[src/rtl/uart_rx.sv]
// Receive-only 8N1 UART that pairs with uart_tx. Each frame is sampled at mid-bit,
// and the receiver reports either a good byte or a framing error.
module uart_rx #(
  parameter int clock_frequency = 12000000,
  parameter int baud_rate       = 9600
) (
  input  logic       clk,
  input  logic       rst_n,
  input  logic       rx,
  output logic [7:0] data,
  output logic       valid,
  output logic       frame_error,
  output logic       busy
);

  localparam int          CPB     = clock_frequency / baud_rate;
  localparam int          HALF    = CPB / 2;
  localparam logic [15:0] CPB_M1  = 16'(CPB - 1);
  localparam logic [15:0] HALF_M1 = 16'(HALF - 1);

  localparam logic [2:0] IDLE  = 3'd0;
  localparam logic [2:0] START = 3'd1;
  localparam logic [2:0] DATA  = 3'd2;
  localparam logic [2:0] STOP  = 3'd3;
  localparam logic [2:0] BRK   = 3'd4;

  logic        rx_meta_q, rx_s_q;
  logic [2:0]  state_q, state_d;
  logic [15:0] sync_cnt_q, sync_cnt_d;
  logic [2:0]  bit_cnt_q, bit_cnt_d;
  logic [7:0]  shift_q, shift_d;
  logic [7:0]  data_q, data_d;
  logic        valid_q, valid_d;
  logic        ferr_q, ferr_d;
  logic        cnt_zero;

  assign cnt_zero = (sync_cnt_q == 16'd0);

  always_comb begin
    state_d    = state_q;
    sync_cnt_d = cnt_zero ? sync_cnt_q : sync_cnt_q - 16'd1;
    bit_cnt_d  = bit_cnt_q;
    shift_d    = shift_q;
    data_d     = data_q;
    valid_d    = 1'b0;
    ferr_d     = 1'b0;
    case (state_q)
      IDLE: begin
        if (!rx_s_q) begin
          sync_cnt_d = HALF_M1;
          state_d    = START;
        end
      end
      START: begin
        // A start bit that is no longer low at mid-bit is treated as line noise.
        if (cnt_zero) begin
          if (!rx_s_q) begin
            sync_cnt_d = CPB_M1;
            bit_cnt_d  = 3'd0;
            state_d    = DATA;
          end else begin
            state_d = IDLE;
          end
        end
      end
      DATA: begin
        if (cnt_zero) begin
          shift_d    = {rx_s_q, shift_q[7:1]};
          sync_cnt_d = CPB_M1;
          if (bit_cnt_q == 3'd7) state_d = STOP;
          else                   bit_cnt_d = bit_cnt_q + 3'd1;
        end
      end
      STOP: begin
        if (cnt_zero) begin
          if (rx_s_q) begin
            data_d  = shift_q;
            valid_d = 1'b1;
            state_d = IDLE;
          end else begin
            ferr_d  = 1'b1;
            state_d = BRK;
          end
        end
      end
      // Wait out a held-low line so it cannot be mistaken for new start bits.
      BRK: begin
        if (rx_s_q) state_d = IDLE;
      end
      default: state_d = IDLE;
    endcase
  end

  always_ff @(posedge clk or negedge rst_n) begin
    if (!rst_n) begin
      rx_meta_q  <= 1'b1;
      rx_s_q     <= 1'b1;
      state_q    <= IDLE;
      sync_cnt_q <= 16'd0;
      bit_cnt_q  <= 3'd0;
      shift_q    <= 8'd0;
      data_q     <= 8'd0;
      valid_q    <= 1'b0;
      ferr_q     <= 1'b0;
    end else begin
      rx_meta_q  <= rx;
      rx_s_q     <= rx_meta_q;
      state_q    <= state_d;
      sync_cnt_q <= sync_cnt_d;
      bit_cnt_q  <= bit_cnt_d;
      shift_q    <= shift_d;
      data_q     <= data_d;
      valid_q    <= valid_d;
      ferr_q     <= ferr_d;
    end
  end

  assign data        = data_q;
  assign valid       = valid_q;
  assign frame_error = ferr_q;
  assign busy        = (state_q != IDLE);

endmodule

[config.mk]
export PLATFORM = sky130hd
export DESIGN_NAME = uart_rx
export DESIGN_NICKNAME = d
export VERILOG_FILES = /design/src/rtl/uart_rx.sv
export SDC_FILE = /design/constraint.sdc
export NUM_CORES = 1
export LEC_CHECK = 0
export BUFFER_PORTS_ARGS = -buffer_cell sky130_fd_sc_hd__buf_4
export CAP_MARGIN = 10
export CORE_MARGIN = 1
export CORE_UTILIZATION = 40
export CTS_CLUSTER_SIZE = 8
export DETAILED_ROUTE_END_ITERATION = 6
export SLEW_MARGIN = 40
export SYNTH_ARGS = -nofsm -noshare
export SYNTH_HDL_FRONTEND = slang
export SYNTH_SLANG_ARGS = --single-unit
[constraint.sdc]
create_clock -name clk -period 2.7 [get_ports clk]
set_clock_uncertainty 0.2 [all_clocks]
set_input_delay 0.27 -clock clk [delete_from_list [all_inputs] [get_ports clk]]
set_output_delay 0.27 -clock clk [all_outputs]
set_load 0.02 [all_outputs]
* Word level (Yosys, flattened, before mapping) *
Cells that the tools add are included.

word-level totals
  bits in read-only memories = 0
  flip-flop bits (word level) = 42
  input bits = 3
  latch bits = 0
  memories = 0
  RAM bits = 0
  output and inout port bits = 11

cells by class
  divide/modulo/power cells = 0
  multiply operators = 0
  add/subtract/negate cells = 2
  shifts and indexed selects = 0
  $lt $le $gt $ge = 0
  bitwise logic cells = 0
  equal/unequal tests = 13
  reductions and logical operators = 8
  mux-type cells = 26

operator list
  cell                                                count
  two-way mux 16 bit                                  5
  one-hot mux 16 bit (3 select lines)                 1
  two-way mux 3 bit                                   11
  zero test 16 bit                                    1
  != test 2 bit, second input constant                8
  subtractor 16 x 1 -> 16 bit, second input constant  1
  one-hot mux 3 bit (5 select lines)                  1
  == test 3 x 2 -> 1 bit, second input constant       2
  == test 3 bit, second input constant                2
  two-way mux 1 bit                                   6
  one-hot mux 3 bit (2 select lines)                  1
  AND reduction 6 bit                                 1
  AND reduction 5 bit                                 1
  adder 3 x 1 -> 3 bit, second input constant         1
  == test 3 x 1 -> 1 bit, second input constant       1
  zero test 3 bit                                     1
  AND reduction 3 bit                                 1
  nonzero test 3 bit                                  1
  two-way mux 2 bit                                   1
  AND reduction 2 bit                                 1
  nonzero test 2 bit                                  1

* Depth between registers and ports, before layout *
  depth in word-level cells = 5
  gate-level depth with buffers = 13

* Least setup slack after synthesis *
Ideal clock, no wire load.

  kind = register to register
  from = reg sync_cnt_q[0]
  to = reg data_q[0], in the netlist data[0]
  path slack = -0.129 ns
  buffers on the path = 2
  arrival = 2.504 ns
  period minus slack after synthesis = 2.829 ns
  data required time = 2.375 ns
  library setup time = 0.125 ns
  stages on the path, launching flop included = 11
  cell sequence = dfrtp_1 -> inv_1 -> ha_1 -> or3b_1 -> buf_6 -> and4bb_4 -> and2_4 -> buf_6 -> inv_6 -> nor4_4 -> mux2_2

between the ends
  longest elaborated chain between the ends = 2

RTL lines
  element                               RTL line  RTL
  start, declared                       29        logic [15:0] sync_cnt_q, sync_cnt_d;
  start signal, assigned                109       sync_cnt_q <= sync_cnt_d;
  zero test 16 bit                      37        assign cnt_zero = (sync_cnt_q == 16'd0);
  AND reduction 3 bit (no source line)  -
  end signal, assigned                  112       data_q <= data_d;
  end, declared                         32        logic [7:0] data_q, data_d;

No other way between the ends.
A chain may end at the register's enable or synchronous reset.

* Worst setup path after layout *
  from = reg sync_cnt_q[1]
  to = reg shift_q[1]

between the ends
  longest elaborated chain between the ends = 2

RTL lines
  element                               RTL line  RTL
  zero test 16 bit                      37
  AND reduction 2 bit (no source line)  -
  end signal, assigned                  111       shift_q <= shift_d;
  end, declared                         31        logic [7:0] shift_q, shift_d;

No other way between the ends.

==> summary.txt <==
STA
  – Hold Slack: 167 ps
  – Hold Fails Final Rpt: 0
  – Worst Max-Slew Pin Slew: 599 ps
  – Final worst slack: 89.9 ps
  – Final setup fails: 0
  – Tcrit/Tclk final: 96.7%
  – Slew Limit Fails: 0
  – Fmax: 0.383 GHz
  – Final min period: 2610 ps
  – Final TNS setup: 0 ps
  – Relative slew slack: 59.7%

Worst setup path
  – R2R Path End: shift_q[1]
  – Worst EP required: 2690 ps
  – Crit Path Class: reg -> reg
  – Crit path to: shift_q[1]
  – R2R cell count: 6
  – Crit Path Max Fanout: 9
  – Worst path arrival time: 2600 ps
  – Worst setup startpoint: sync_cnt_q[1]
  – Worst R2R Start: sync_cnt_q[1]
  – R2r setup slk: 90 ps
  – Setup crit start kind: flip-flop
  – Endpoint class of the critical path: flip-flop

Clock network
  – Clock latency on the worst-skew pair: 300 ps
  – Clock transition at path regs: 80 ps
  – Number of buffers created by CTS: 5
  – Max Root-Sink Buffers: 2
  – Htree depth: 2
  – Clock sink total: 42
  – Root Buffer: clkbuf_8
  – CTS tree: built

Final layout
  – Synth-to-layout area growth: 19.2%
  – Final instance area: 0.00240 sq mm
  – Layout Nets: 216
  – Share of cells above drive strength 1: 31.9%
  – # fillers: 440
  – Ant. Diodes: 0

Flow run
  – Max_cap viols: 0

Logic synthesis
  – Sequential area share after synthesis: 52.3%
  – FFs w/ async S/R, synth: 100%
  – Area leader, netlist: dfrtp_1
  – Area contributors post-synth: dfrtp_1, mux2_2, nor2_1
  – Seq cells post-synth: 42
  – Post-synth EDFFs: 0
  – Synth warn: 0
  – Most numerous cell in the Yosys netlist: dfrtp_1
  – Unique masters post-synth: 46
  – Synthesized Nets: 187
  – Share of the synthesized area in the top cell type: 49.7%
  – Post-synth top cells: dfrtp_1, nor2_1, mux2_2
  – Gate Count Post-Synth: 180
  – Cell area after synthesis: 0.00202 sq mm
  – Ys flop type: dfrtp_1
  – Avg Inst Size Synth: 11.2 sq um

Detailed routing
  – M1 wire length: 1880 um
  – Starting DRT DRC Count: 61
  – # DRC: 0
  – DR vias/cell: 5.35
  – Routed met3 length: 138 um
  – Via Count: 1481
  – Drt wl/cell: 14.8 um
  – Routed wl met2: 1990 um
  – Highest metal used: met4
  – Pre-antenna DRT Iters: 4
  – Antenna viol nets, final: 0
  – Routed wire length: 4090 um

Power
  – Cell-internal power: 0.818 mW
  – P_sw: 0.237 mW
  – Gate power share: 2.0%
  – Switching share of power: 22.5%
  – Clock share of power: 38.0%
  – Leak pwr: 1.11 nW
  – Total chip power: 1.06 mW
  – Pwr Density: 439 mW/mm^2
  – Sequential power share: 60.0%
  – Worst vdd ir: 0.332 mV

Floorplan
  – Area of the core: 0.00479 sq mm
  – Rows: 25
  – Die Ht: 73.0 um
  – Die area: 0.00533 sq mm
  – Initial core utilization: 42.1%
  – I/O pin cnt: 14
  – Die width: 73.0 um

GRT
  – Initial antenna violation count: 0
  – Pin count of the biggest net entering global routing: 43
  – Remaining Overflow, GRT: 0
  – First-pass GRT wire length: 6990 um
  – Via count of the first global-routing pass: 1466
  – GRT Util Overall: 17.7%

Placement
  – Area post-placement: 0.00221 sq mm
  – Post-placement setup slack: 21.1 ps
  – GP Congestion: 0.816
  – Port bufs: 13
  – Dpl hpwl: 2830 um

Worst hold path
  – Hold WC Path Type: reg -> reg

Run status
  – Status: completed
worst min-delay path by stage:
| stage | startpoint | end | cells after the start | slack (ps) |
|---|---|---|---|---|
| detailed placement | rst_n | sync_cnt_q[9] | 1 | 90 |
| CTS | rx_meta_q | rx_s_q | 0 | 170 |
| global placement | rst_n | sync_cnt_q[9] | 1 | 80 |
| finish | rx_meta_q | rx_s_q | 0 | 170 |
| global route | rx_meta_q | rx_s_q | 0 | 180 |
| floorplan | rst_n | bit_cnt_q[0] | 0 | -230 |
power groups by stage:
stage	clock, mW	combinational [mW]	sequential (mW)
2_1_floorplan	0	0.00406	0.645
3_3_place_gp	0	0.0190	0.645
3_5_place_dp	0	0.0195	0.646
4_1_cts	0.422	0.0217	0.633
5_1_grt	0.447	0.0242	0.634
6_report	0.402	0.0207	0.633
flip-flops by register name (all words and copies together) (netlist names):
name and count:
sync_cnt_q 16, data 8, shift_q 8, bit_cnt_q 3
state_q 3, frame_error 1, rx_meta_q 1, rx_s_q 1
valid 1
stage by stage:
step	instances	utilization, %
2_1_floorplan	180	-
3_3_place_gp	261	46.2
3_5_place_dp	261	46.2
4_1_cts	272	48.6
5_1_grt	277	50.2
6_report	277	50.2
routing by layer:
| metal | GRT usage [%] | up-vias |
|---|---|---|
| met4 | 7.84 | 0 |
| met3 | 4.14 | 8 |
| met1 | 23.3 | 730 |
| met2 | 27.8 | 27 |
| li1 | - | 716 |
| met5 | 0 | - |
what timing repair did:
action                                  CTS  global route
setup buffers                             1             5
resized for setup                         0             8
hold buffers                              2             0
pin swaps                                 0             4
endpoints found under the setup margin    1            10
endpoints found under the hold margin    41             0
cells in the final DEF (no fill, tap or decap), drive strengths merged, types with 3 or more instances in the layout:
cell,count
or3b,3
nand4,3
nor4,5
and2,3
o21ai,4
clkbuf,5
ha,4
mux2,16
a21oi,7
inv,6
or3,3
nor2,17
a211oi,3
xor2,3
o31ai,3
nand2,14
xnor2,5
dfrtp,40
buf,27
nor3,9
layout make-up:
class                   count  area [sq um]  share of cell area [%]
flip-flops and latches     42          1050                    43.9
multi-input cells         125           922                    38.4
clock inverters             3          21.3                   0.885
repair buffers             29           223                    9.27
well taps                  67          83.8                    3.49
inverters                   6          30.0                    1.25
clock buffers               5          68.8                    2.86
logic make-up (layout without fill, tap and decap cells):
logic type / count (synthesis) / count (layout) / synth area share, %
AOI/OAI and AO/OA: 28 / 28 / 9.62
adders and majority gates: 4 / 4 / 2.48
and+or+nand+nor: 69 / 69 / 19.5
buffers and inverters: 13 / 43 / 3.72
muxes: 16 / 16 / 8.94
DFF: 42 / 42 / 52.3
xor gates and xnor gates: 8 / 8 / 3.48
worst max-delay path: stages (launching register included):
cell	delay [ps]
dfrtp_1	420
inv_2	90
ha_4	120
or3b_4	370
buf_4	160
or4_2	810
mux2_2	330
Note: power is estimated with default switching activity, not from simulation.
